File: config.mk
export PLATFORM = sky130hd
export DESIGN_NAME = conv_mac
export DESIGN_NICKNAME = d
export VERILOG_FILES = /design/src/rtl/conv_mac.sv
export SDC_FILE = /design/constraint.sdc
export NUM_CORES = 2
export LEC_CHECK = 0
export ABC_AREA = 1
export CELL_PAD_IN_SITES_DETAIL_PLACEMENT = 1
export CELL_PAD_IN_SITES_GLOBAL_PLACEMENT = 2
export CORE_MARGIN = 2
export CORE_UTILIZATION = 37
export CTS_BUF_LIST = sky130_fd_sc_hd__clkbuf_2 sky130_fd_sc_hd__clkbuf_4 sky130_fd_sc_hd__clkbuf_8
export DETAILED_ROUTE_END_ITERATION = 10
export PLACE_DENSITY = 0.83
export SYNTH_ARGS = -nofsm -noshare
export SYNTH_HDL_FRONTEND = slang
export SYNTH_SLANG_ARGS = --single-unit
File: constraint.sdc
create_clock -name clk -period 13.45 [get_ports clk]
set_input_delay 1.345 -clock clk [delete_from_list [all_inputs] [get_ports clk]]
set_output_delay 1.345 -clock clk [all_outputs]
set_load 0.02 [all_outputs]
File: src/rtl/conv_mac.sv
// conv_mac: pipelined 5x5 multiply-accumulate stage fed by the conv window
// generator. Each accepted kernel is weighted by a runtime-programmable signed
// coefficient bank. The sum is rounded half-up, arithmetic-shifted right by
// SHIFT and reduced to PIXEL_W bits. One pixel is emitted per kernel, three
// cycles after acceptance.
//
// Optional feature macro: CONV_MAC_SAT_EN
//   defined   : the result is clamped to [0, 2^PIXEL_W-1] and the sticky sat_o
//               port is present.
//   undefined : the result wraps to its low PIXEL_W bits and sat_o is absent.
//
// Ports:
//   clk, rst                        clock and synchronous active-high reset
//   s_tvalid_i/s_tready_o           kernel handshake (s_tready_o = advance)
//   s_tdata_i                       25 taps, tap k at [k*PIXEL_W +: PIXEL_W]
//   s_tuser_i/s_tlast_i             start-of-frame / end-of-line sideband
//   m_tvalid_o/m_tready_i           output pixel handshake
//   m_tdata_o/m_tuser_o/m_tlast_o   output pixel and its sideband
//   coef_we_i/coef_addr_i/coef_dat_i  coefficient write port (addr 0..24)
//   sat_o                           sticky clamp flag (CONV_MAC_SAT_EN only)
module conv_mac #(
    parameter int PIXEL_W = 8,
    parameter int COEF_W  = 8,
    parameter int SHIFT   = 4,
    parameter int ACC_W   = PIXEL_W + COEF_W + 6
) (
    input  logic                   clk,
    input  logic                   rst,
    input  logic                   s_tvalid_i,
    input  logic [25*PIXEL_W-1:0]  s_tdata_i,
    input  logic                   s_tuser_i,
    input  logic                   s_tlast_i,
    output logic                   s_tready_o,
    input  logic                   m_tready_i,
    output logic                   m_tvalid_o,
    output logic [PIXEL_W-1:0]     m_tdata_o,
    output logic                   m_tuser_o,
    output logic                   m_tlast_o,
    input  logic                   coef_we_i,
    input  logic [4:0]             coef_addr_i,
    input  logic [COEF_W-1:0]      coef_dat_i
`ifdef CONV_MAC_SAT_EN
    ,
    output logic                   sat_o
`endif
);

    localparam int NTAPS = 25;
    localparam int CENTRE = 12;
    localparam int RND_SH = (SHIFT > 0) ? SHIFT - 1 : 0;
    localparam logic signed [ACC_W-1:0] ROUND = (SHIFT > 0) ? (ACC_W'(1) << RND_SH) : '0;

    // Global stall: every stage moves together or holds together.
    logic advance;

    logic signed [COEF_W-1:0] coef_q [NTAPS];

    logic signed [ACC_W-1:0] prod_d [NTAPS];
    logic signed [ACC_W-1:0] prod_q [NTAPS];
    logic signed [ACC_W-1:0] row_d  [5];
    logic signed [ACC_W-1:0] row_q  [5];
    logic signed [ACC_W-1:0] sum_d;
    logic signed [ACC_W-1:0] rounded_d;
    logic [PIXEL_W-1:0]      pix_d;

    logic s1_valid_q, s1_user_q, s1_last_q;
    logic s2_valid_q, s2_user_q, s2_last_q;
    logic m_valid_q, m_user_q, m_last_q;
    logic [PIXEL_W-1:0] m_data_q;

`ifdef CONV_MAC_SAT_EN
    localparam logic signed [ACC_W-1:0] PIX_MAX = ACC_W'((1 << PIXEL_W) - 1);
    logic signed [ACC_W-1:0] shifted_d;
    logic clamp_d, clamp_q, sat_q;
`endif

    // The downstream-ready to upstream-ready path is combinational on purpose.
    assign advance    = !m_valid_q || m_tready_i;
    assign s_tready_o = advance;

    // Coefficient bank. A kernel accepted in the same cycle as a write still
    // multiplies by the old value because S1 samples coef_q before it updates.
    // NOTE: the bank is reset explicitly because its reset contents are
    // functional (identity kernel); the datapath registers below need no reset.
    always_ff @(posedge clk) begin
        if (rst) begin
            for (int k = 0; k < NTAPS; k++) begin
                coef_q[k] <= (k == CENTRE) ? COEF_W'(1 << SHIFT) : '0;
            end
        end else if (coef_we_i && (coef_addr_i < 5'd25)) begin
            coef_q[coef_addr_i] <= coef_dat_i;
        end
    end

    // S1 input: each tap is zero-extended and each coefficient sign-extended,
    // so every product is exact in ACC_W bits.
    always_comb begin
        for (int k = 0; k < NTAPS; k++) begin
            prod_d[k] = $signed({{(ACC_W-PIXEL_W){1'b0}}, s_tdata_i[k*PIXEL_W +: PIXEL_W]})
                      * $signed({{(ACC_W-COEF_W){coef_q[k][COEF_W-1]}}, coef_q[k]});
        end
    end

    // S2 input: five row sums of the registered products.
    // NOTE: blocking assignments are used to accumulate inside always_comb,
    // and each row starts from an explicit zero so no latch is inferred.
    always_comb begin
        for (int r = 0; r < 5; r++) begin
            row_d[r] = '0;
            for (int c = 0; c < 5; c++) begin
                row_d[r] = row_d[r] + prod_q[r*5 + c];
            end
        end
    end

    // S3 input: final sum, half-up rounding, shift, then clamp or wrap.
    always_comb begin
        sum_d = '0;
        for (int r = 0; r < 5; r++) begin
            sum_d = sum_d + row_q[r];
        end
        rounded_d = sum_d + ROUND;
`ifdef CONV_MAC_SAT_EN
        shifted_d = rounded_d >>> SHIFT;
        clamp_d   = 1'b0;
        pix_d     = shifted_d[PIXEL_W-1:0];
        if (shifted_d < 0) begin
            pix_d   = '0;
            clamp_d = 1'b1;
        end else if (shifted_d > PIX_MAX) begin
            pix_d   = '1;
            clamp_d = 1'b1;
        end
`else
        pix_d = PIXEL_W'(rounded_d >>> SHIFT);
`endif
    end

    // Datapath payload registers: only meaningful alongside their valid bit.
    always_ff @(posedge clk) begin
        if (advance) begin
            for (int k = 0; k < NTAPS; k++) begin
                prod_q[k] <= prod_d[k];
            end
            for (int r = 0; r < 5; r++) begin
                row_q[r] <= row_d[r];
            end
        end
    end

    // Valid bits, sideband and output register. Bubbles travel with the
    // pipeline rather than being squeezed out.
    always_ff @(posedge clk) begin
        if (rst) begin
            s1_valid_q <= 1'b0;
            s1_user_q  <= 1'b0;
            s1_last_q  <= 1'b0;
            s2_valid_q <= 1'b0;
            s2_user_q  <= 1'b0;
            s2_last_q  <= 1'b0;
            m_valid_q  <= 1'b0;
            m_user_q   <= 1'b0;
            m_last_q   <= 1'b0;
            m_data_q   <= '0;
`ifdef CONV_MAC_SAT_EN
            clamp_q    <= 1'b0;
`endif
        end else if (advance) begin
            s1_valid_q <= s_tvalid_i;
            s1_user_q  <= s_tvalid_i && s_tuser_i;
            s1_last_q  <= s_tvalid_i && s_tlast_i;
            s2_valid_q <= s1_valid_q;
            s2_user_q  <= s1_user_q;
            s2_last_q  <= s1_last_q;
            m_valid_q  <= s2_valid_q;
            m_user_q   <= s2_user_q;
            m_last_q   <= s2_last_q;
            m_data_q   <= pix_d;
`ifdef CONV_MAC_SAT_EN
            clamp_q    <= clamp_d && s2_valid_q;
`endif
        end
    end

`ifdef CONV_MAC_SAT_EN
    // Sticky: set when a clamped pixel is actually handed downstream.
    always_ff @(posedge clk) begin
        if (rst) begin
            sat_q <= 1'b0;
        end else if (m_valid_q && m_tready_i && clamp_q) begin
            sat_q <= 1'b1;
        end
    end
    assign sat_o = sat_q;
`endif

    assign m_tvalid_o = m_valid_q;
    assign m_tdata_o  = m_data_q;
    assign m_tuser_o  = m_user_q;
    assign m_tlast_o  = m_last_q;

endmodule

==> results.sh <==
export IMPL_ios=232
export IMPL_numCtsBuffers=112
export IMPL_place_congestion=0.8435
export IMPL_syn_to_final_growth_pct=9.918
export IMPL_synth_nets=10569
export IMPL_ant_nets=0
export IMPL_drcViolationCount=0
export IMPL_clk_pin_slew_ps=60
export IMPL_yosys_area_top_type="fa_1"
export IMPL_final_util_pct=40.80
export IMPL_cp_startpoint="m_tready_i"
export IMPL_hold_viol_final=0
export IMPL_yosys_warnings=0
export IMPL_drive_gt1_share_pct=3.449
export IMPL_cts_sinks=577
export IMPL_synth_edff_count=560
export IMPL_yosys_top_cells_area="fa_1, edfxtp_1, inv_1"
export IMPL_dp_cells=11244
export IMPL_tns_ps=0
export IMPL_die_y_um=448.3
export IMPL_layout_cells_non_filler=11471
export IMPL_dp_hpwl_um=160700
export IMPL_wl_met1_um=81970
export IMPL_netlist_top_cells_count="inv_1, nand2_1, fa_1, ha_1, edfxtp_1"
export IMPL_met2_length_um=103700
export IMPL_drt_vias_per_instance=4.552
export IMPL_fp_coreArea_mm2=0.1968
export IMPL_hold_path_class="reg -> reg"
export IMPL_grt_max_degree=87
export IMPL_initial_core_util_pct=37.11
export IMPL_first_pass_iters=5
export IMPL_fin_crit_sh_pct=39.19
export IMPL_highest_layer="met5"
export IMPL_required_ps=12100
export IMPL_ys_ff_latch=577
export IMPL_ys_async_sr_fraction_pct=0
export IMPL_critical_path_buf_inv_count=3
export IMPL_clockRootBuffer="clkbuf_8"
export IMPL_reg2reg_depth=16
export IMPL_grt_pass1_wl_um=322400
export IMPL_cts_buffer_depth=3
export IMPL_hp_start="s1_valid_q$_SDFFE_PP0P_"
export IMPL_grt_overflow=0
export IMPL_cp_start_kind="primary input"
export IMPL_ir_drop_v=0.0003506
export IMPL_wl_um=198100
export IMPL_drtIter0Drc=2179
export IMPL_crit_chain="clkdlybuf4s50_1, nor2_2, inv_8, clkdlybuf4s50_1"
export IMPL_avgSynthCellArea_um2=8.465
export IMPL_tightest_slew_ps=1121
export IMPL_vias=52219
export IMPL_maxSlewHeadroom_pct=25.29
export IMPL_status="finished, final reports clean"
export IMPL_post_synth_top_count_cell="inv_1"
export IMPL_fin_skew_ps=47.48
export IMPL_synthSimpleGateAreaFrac_pct=13.52
export IMPL_tritoncts="done"
export IMPL_cp_common_cell="clkdlybuf4s50_1"
export IMPL_cts_hold_buf=0
export IMPL_fp_dieW_um=448.3
export IMPL_setup_viol=0
export IMPL_rsz0062_at_grt="false"
export IMPL_synth_top_family_by_area="adder cells"
export IMPL_critPathCaptureType="primary output"
export IMPL_synth_compound_area_share_pct=2.340
export IMPL_h_tree_depth=3
export IMPL_path_depth=4
export IMPL_synth_distinct_cells=36
export IMPL_clock_latency_ps=840
export IMPL_muxShareOfSynthArea_pct=0
export IMPL_dr_wl_met3_um=6295
export IMPL_rows=163
export IMPL_die_area_mm2=0.2010
export IMPL_final_net_count=10658
export IMPL_netlist_area_mm2=0.07305
export IMPL_p_per_area_mw_per_mm2=268.8
export IMPL_drv_cap=0
export IMPL_postCtsSetupRepairBufs=0
export IMPL_ys_seq_area_share_pct=23.49
export IMPL_grt_pass1_vias=59056
export IMPL_cts_resized_gates=0
export IMPL_period_needed_ps=5271
export IMPL_min_path_cells=2
export IMPL_antenna_found_initial=29
export IMPL_slowest_delay_ps=890
export IMPL_r2r_start="coef_q[11][7]$_SDFFCE_PN0P_"
export IMPL_post_drt_wl_per_cell_um=17.27
export IMPL_synthFlopType="edfxtp_1"
export IMPL_syn_inst=8629
export IMPL_cp_top_family="buffers and inverters"
export IMPL_slew_violations=0
export IMPL_portBuffers=231
export IMPL_critPathSlowestCell="clkdlybuf4s50_1"
export IMPL_leakage_nw=45.59
export IMPL_grt_total_usage_pct=20.57
export IMPL_fmax_mhz=189.7
export IMPL_synthAdderAreaFrac_pct=39.89
export IMPL_synth_top_cell_area_share_pct=27.82
export IMPL_arrival_ps=3930
export IMPL_cp_max_fo=86
export IMPL_crit_type="in -> out"
export IMPL_synthXorXnorAreaFrac_pct=4.341
area by class of cell:
type	instances	area [µm²]
multi-input cells	4860	43900
fillers	23344	116500
well taps	2640	3303
inverters	2918	10980
clock buffers	143	1793
clock inverters	67	675.6
repair buffers	249	2447
flip-flops and latches	577	17160
diodes	17	42.54
logic make-up after synthesis:
kind of cell / count (synthesis)
AO/OA/AOI/OAI: 313
XOR/XNOR: 362
adder cells (fa/ha/maj): 1720
buffers and inverters: 3192
flip-flops: 577
AND/OR/NAND/NOR: 2465
layer usage:
metal  up-vias  GRT usage (%)
li1      24911              -
met1     26429          24.58
met2       608          37.86
met3       255          2.589
met4        16          6.937
met5         -              0
report_power, final:
part | switching, mW | internal (mW) | leakage, nW | total [mW]
Combinational | 9.91 | 6.01 | 38.4 | 15.9
Sequential | 0.347 | 3.33 | 5.88 | 3.67
Clock | 0.865 | 1.13 | 1.27 | 1.99
placed cells by master (no fill, tap or decap), types with 24 or more instances in the layout:
| master | instances |
|---|---|
| nand2_1 | 1791 |
| nand3_1 | 128 |
| edfxtp_1 | 560 |
| ha_1 | 705 |
| fa_1 | 1015 |
| nand4_1 | 24 |
| o21ai_0 | 67 |
| clkdlybuf4s50_1 | 231 |
| xor2_1 | 204 |
| nor2_1 | 398 |
| a21oi_1 | 200 |
| clkbuf_8 | 115 |
| inv_1 | 2906 |
| clkbuf_4 | 28 |
| or2_2 | 53 |
| nand2_2 | 24 |
| xnor2_1 | 158 |
sequential cells by signal (all words and copies together) (netlist names):
signal,cells
prod_q,300
coef_q,200
row_q,60
m_tdata_o,8
m_tlast_o,1
m_tuser_o,1
m_tvalid_o,1
s1_last_q,1
s1_user_q,1
s1_valid_q,1
s2_last_q,1
s2_user_q,1
s2_valid_q,1
worst register-to-register path, cell delays in order (launching register included):
cell and delay (ps):
edfxtp_1 340, inv_1 120, or2_2 320, fa_1 520, fa_1 550, inv_1 60, fa_1 530, inv_1 60
fa_1 530, inv_1 40, ha_1 340, nand2_1 70, o21ai_0 280, a21oi_1 140, nor2_1 120, nor2_1 60
xnor2_1 120
metrics by stage:
stage	hold slack, ps	setup WS (ps)	instance area [µm²]	power [mW]
final	464.5	8179	80290	21.58
after global routing	508.2	8076	80280	24.20
after CTS	466.7	8155	80250	21.98
after detailed placement	455.6	7553	77780	19.76
after global placement	441.8	7482	77780	19.33
after floorplan	429.7	554.0	73050	14.95
path summary, 6_finish.rpt:
check                             to  slack (ps)
max                       s_tready_o        8180
min          s1_valid_q$_SDFFE_PP0P_         460
max reg2reg  prod_q[1][76]$_DFFE_PP_        8990
min reg2reg  s1_valid_q$_SDFFE_PP0P_         460
No activity file was read; power rests on OpenSTA's default activity.
